==> config.mk <==
export PLATFORM = sky130hd
export DESIGN_NAME = fetch_stage
export DESIGN_NICKNAME = d
export VERILOG_FILES = /design/src/rtl/fetch_pkg.sv /design/src/rtl/fetch_stage_ifid_reg.sv /design/src/rtl/fetch_stage.sv
export SDC_FILE = /design/constraint.sdc
export NUM_CORES = 1
export LEC_CHECK = 0
export ABC_AREA = 1
export BUFFER_PORTS_ARGS = -buffer_cell sky130_fd_sc_hd__buf_2
export CAP_MARGIN = 20
export CORE_UTILIZATION = 30
export DETAILED_ROUTE_END_ITERATION = 10
export PLACE_DENSITY = 0.61
export REMOVE_ABC_BUFFERS = 1
export SLEW_MARGIN = 20
export SYNTH_ARGS = -nofsm -noshare
export SYNTH_HDL_FRONTEND = slang
export SYNTH_SLANG_ARGS = --single-unit
==> constraint.sdc <==
create_clock -name clk -period 4.1 [get_ports clk]
set_input_delay 0.82 -clock clk [delete_from_list [all_inputs] [get_ports clk]]
set_output_delay 0.82 -clock clk [all_outputs]
set_load 0.01 [all_outputs]
==> src/rtl/fetch_pkg.sv <==
// Constants and IF/ID bundle shared by the fetch, decode and execute stages.
package fetch_pkg;

    localparam int WORD_W = 32;
    localparam logic [WORD_W-1:0] PC_INC = 32'd4;
    localparam logic [WORD_W-1:0] NOP_INSTR_DEF = 32'h0000_0000;
    localparam logic [WORD_W-1:0] RESET_PC_DEF = 32'h0000_0000;

    typedef struct packed {
        logic              valid;
        logic [WORD_W-1:0] instr;
        logic [WORD_W-1:0] pc_plus4;
    } if_id_t;

endpackage

==> src/rtl/fetch_stage_ifid_reg.sv <==
// IF/ID pipeline register with hold and flush controls.
module ifid_reg
    import fetch_pkg::*;
#(
    parameter logic [31:0] NOP_INSTR = NOP_INSTR_DEF
) (
    input  logic        clk,
    input  logic        reset,
    input  logic        hold,
    input  logic        flush,
    input  logic [31:0] load_instr,
    input  logic [31:0] load_pc_plus4,
    output logic        valid,
    output logic [31:0] instr,
    output logic [31:0] pc_plus4
);

    if_id_t r;

    // flush keeps pc_plus4 so the link value of the last real fetch survives
    always_ff @(posedge clk) begin
        if (reset) begin
            r.valid    <= 1'b0;
            r.instr    <= NOP_INSTR;
            r.pc_plus4 <= '0;
        end else if (flush) begin
            r.valid <= 1'b0;
            r.instr <= NOP_INSTR;
        end else if (!hold) begin
            r.valid    <= 1'b1;
            r.instr    <= load_instr;
            r.pc_plus4 <= load_pc_plus4;
        end
    end

    assign valid    = r.valid;
    assign instr    = r.instr;
    assign pc_plus4 = r.pc_plus4;

endmodule

==> src/rtl/fetch_stage.sv <==
// Instruction fetch: PC register, next-PC selection, IF/ID register, counters.
module fetch_stage
    import fetch_pkg::*;
#(
    parameter logic [31:0] RESET_PC  = RESET_PC_DEF,
    parameter logic [31:0] NOP_INSTR = NOP_INSTR_DEF
) (
    input  logic        clk,
    input  logic        reset,
    input  logic        stall,
    input  logic        redirect,
    input  logic [31:0] redirect_target,
    output logic [31:0] imem_addr,
    input  logic [31:0] imem_data,
    output logic        ifid_valid,
    output logic [31:0] ifid_instr,
    output logic [31:0] ifid_pc_plus4,
    output logic        misalign_err,
    output logic [31:0] perf_fetch_count,
    output logic [31:0] perf_flush_count
);

    logic [WORD_W-1:0] pc;
    logic [WORD_W-1:0] pc_next;
    logic [WORD_W-1:0] pc_plus4;
    logic              fetch_en;

    assign pc_plus4  = pc + PC_INC;
    assign fetch_en  = !redirect && !stall;
    assign imem_addr = pc;

    always_comb begin
        pc_next = pc;
        priority case (1'b1)
            redirect: pc_next = {redirect_target[31:2], 2'b00};
            stall:    pc_next = pc;
            default:  pc_next = pc_plus4;
        endcase
    end

    always_ff @(posedge clk) begin
        if (reset) begin
            pc               <= {RESET_PC[31:2], 2'b00};
            misalign_err     <= 1'b0;
            perf_fetch_count <= '0;
            perf_flush_count <= '0;
        end else begin
            pc <= pc_next;
            if (redirect && (redirect_target[1:0] != 2'b00))
                misalign_err <= 1'b1;
            if (fetch_en)
                perf_fetch_count <= perf_fetch_count + 32'd1;
            if (redirect)
                perf_flush_count <= perf_flush_count + 32'd1;
        end
    end

    ifid_reg #(
        .NOP_INSTR(NOP_INSTR)
    ) u_ifid (
        .clk          (clk),
        .reset        (reset),
        .hold         (stall),
        .flush        (redirect),
        .load_instr   (imem_data),
        .load_pc_plus4(pc_plus4),
        .valid        (ifid_valid),
        .instr        (ifid_instr),
        .pc_plus4     (ifid_pc_plus4)
    );

endmodule

==> impl_metrics.yaml <==
layout:
  synthToLayoutAreaGrowth_pct: 26.7
  final_cells: 1692
  fin_nets: 1426
  finish.instance_area_mm2: 0.00955
  drive_above_1_share_pct: 21.1
yosys:
  synth_ff_type: "dfxtp_1"
  synth_area_leaders: "dfxtp_1 (42%), nand2_1 (18%), nor2_1 (7.9%)"
  synth_top_area_cell: "dfxtp_1"
  yosys_warnings: 0
  ys_top_cells_by_count: "nand2_1 (361), dfxtp_1 (158), nor2_1 (158)"
  synthArstFlopShare_pct: 0
  syn_avg_cell_area_um2: 6.61
  synth_most_common_cell: "nand2_1"
  ys_seq_area_share_pct: 42.0
  syn_area_mm2: 0.00753
  ys_ff_latch: 158
  ys_types: 36
  synth_top_area_share_pct: 42.0
  synthCells: 1140
  synth_edf_count: 0
cts:
  cts.path.max_buffers: 2
  tritoncts: "yes"
  root_buffer: "clkbuf_16"
  clkLatencyLatePin_ps: 430
  numCtsBuffers: 17
  clock-sinks: 158
  htree_num_levels: 4
  cts_resized: 0
  postCtsSetupBuffers: 0
  cts_hold_buf: 0
  cts.clk_slew.worst_paths_ps: 70
detailed_routing:
  routed_via_density: 4.61
  drt_wl_total_mm: 23.0
  ant_nets: 0
  wl_per_cell_um: 13.6
  dr_total_vias: 7797
  drt-initial-drc-count: 450
  drc_errors: 0
  first_pass_iters: 5
pwr:
  leakage_uw: 0.00423
  p_total_uw: 3480
  p_per_area_mw_per_mm2: 365
  irDropWorstVdd_mv: 0.187
timing:
  rsz0062_at_grt: "no"
  clock.fmax_ghz: 0.454
  slew_viol_final: 0
  period_minus_slack_ps: 2200
  worst_pin_slew_ps: 733
  finalSetupTns_ps: 0
  hold_violations: 0
  setup_viol: 0
  layout_worst_path_cycle_share_pct: 53.7
  hold_ws_ps: 457
  fin_skew_ps: 11.9
  relSlewSlack_pct: 51.1
grt:
  first_global_vias: 7300
  grt_pass1_wl_mm: 37.4
  antenna_found_initial: 1
  grt_max_degree: 58
  grt_overflow_total: 0
  grt_usage_pct: 18.2
setup_path:
  arrival_ps: 2530
  reg2reg_depth: 8
  path_class: "input pin to flop"
  required_ps: 4430
  cp_max_fo: 41
  r2r_slack_ps: 2100
  start_kind: "input pin"
  end_kind: "flop"
job:
  maxCapViolations: 0
floorplanning:
  start_util_pct: 30.8
  coreArea_mm2: 0.0245
  pin_count: 230
  die_w_um: 160
  die_area_mm2: 0.0257
  die_y_um: 160
  fp-row-count: 57
placed_design:
  port_buffers: 225
  dp_cells: 1659
  dp_hpwl_mm: 16.8
  routabilityCongestion: 0.842
  place_area_mm2: 0.00894
worst_hold_path:
  hold_class: "flop to flop"
  min_path_cells: 2
run_status:
  outcome: "finished, final reports clean"
## cells by family after synthesis
| kind of cell | count (synthesis) | synth area share (%) |
|---|---|---|
| AO/OA/AOI/OAI | 178 | 12.5 |
| XOR/XNOR | 19 | 2.21 |
| adder cells (fa/ha/maj) | 3 | 0.498 |
| buffers and inverters | 160 | 8.46 |
| flip-flops | 158 | 42.0 |
| other | 1 | 0.0498 |
| AND/OR/NAND/NOR | 621 | 34.3 |
## flip-flops by register name (all words and copies together) (netlist names)
| signal | flops |
|---|---|
| perf_fetch_count | 32 |
| perf_flush_count | 32 |
| u_ifid.instr | 32 |
| imem_addr | 30 |
| u_ifid.pc_plus4 | 30 |
| misalign_err | 1 |
| u_ifid.valid | 1 |
## where the power goes
| part | total, uW | internal (uW) | switching (uW) |
|---|---|---|---|
| clock network | 1600 | 928 | 672 |
| registers | 1620 | 1570 | 42.3 |
| logic | 265 | 101 | 164 |
## path summary, 6_finish.rpt
check / from / to
worst max-delay path: stall / perf_fetch_count[26]
worst min-delay path: misalign_err / misalign_err
worst max register to register: imem_addr[2] / u_ifid.pc_plus4[14]
worst min register to register: misalign_err / misalign_err
## placed cells by master, fill, tap and decap left out, types with 3 or more instances in the layout
cell type / count
xor2_1: 17
nand2_1: 361
nor2_1: 158
buf_4: 6
nor2_2: 8
nand2_2: 3
clkbuf_16: 17
nand3_2: 3
clkbuf_1: 3
ha_1: 3
dfxtp_1: 158
a21oi_1: 118
nor2_4: 7
nor3_1: 8
a31oi_1: 7
buf_2: 225
inv_1: 117
conb_1: 4
nand4_1: 12
o21ai_0: 41
nand3_1: 51
a22o_1: 7
o21a_1: 4
## stage by stage
stage	setup slack, ps	util [%]
detailed placement	1400	36.5
floorplan	1910	-
finish	1900	39.0
global route	1640	39.0
global placement	1410	36.5
CTS	1870	38.9
## metal layers
metal  vias to the layer above  wire length, um  track usage (%)
met5                         -                0                0
met4                         0              396             6.23
met3                        30             1410             4.73
met2                       209            10600             29.7
met1                      3527            10600             23.1
li1                       4031                -                -
## cell type report
type / instances / area [um^2]
clock inverters: 9 / 111
well taps: 324 / 405
inverters: 121 / 457
clock buffers: 22 / 464
multi-input cells: 825 / 3740
flip-flops and latches: 158 / 3160
fillers: 2678 / 14900
diodes: 1 / 2.50
repair buffers: 232 / 1200
## critical path: stages
cell and delay (ps):
buf_2 120, inv_4 290, nand2_4 380, nor2_4 270, nand3_2 160, nor2_4 170
nand3_1 100, o21ai_0 150, nor2_1 50
Power figures use the tool's default switching activity.
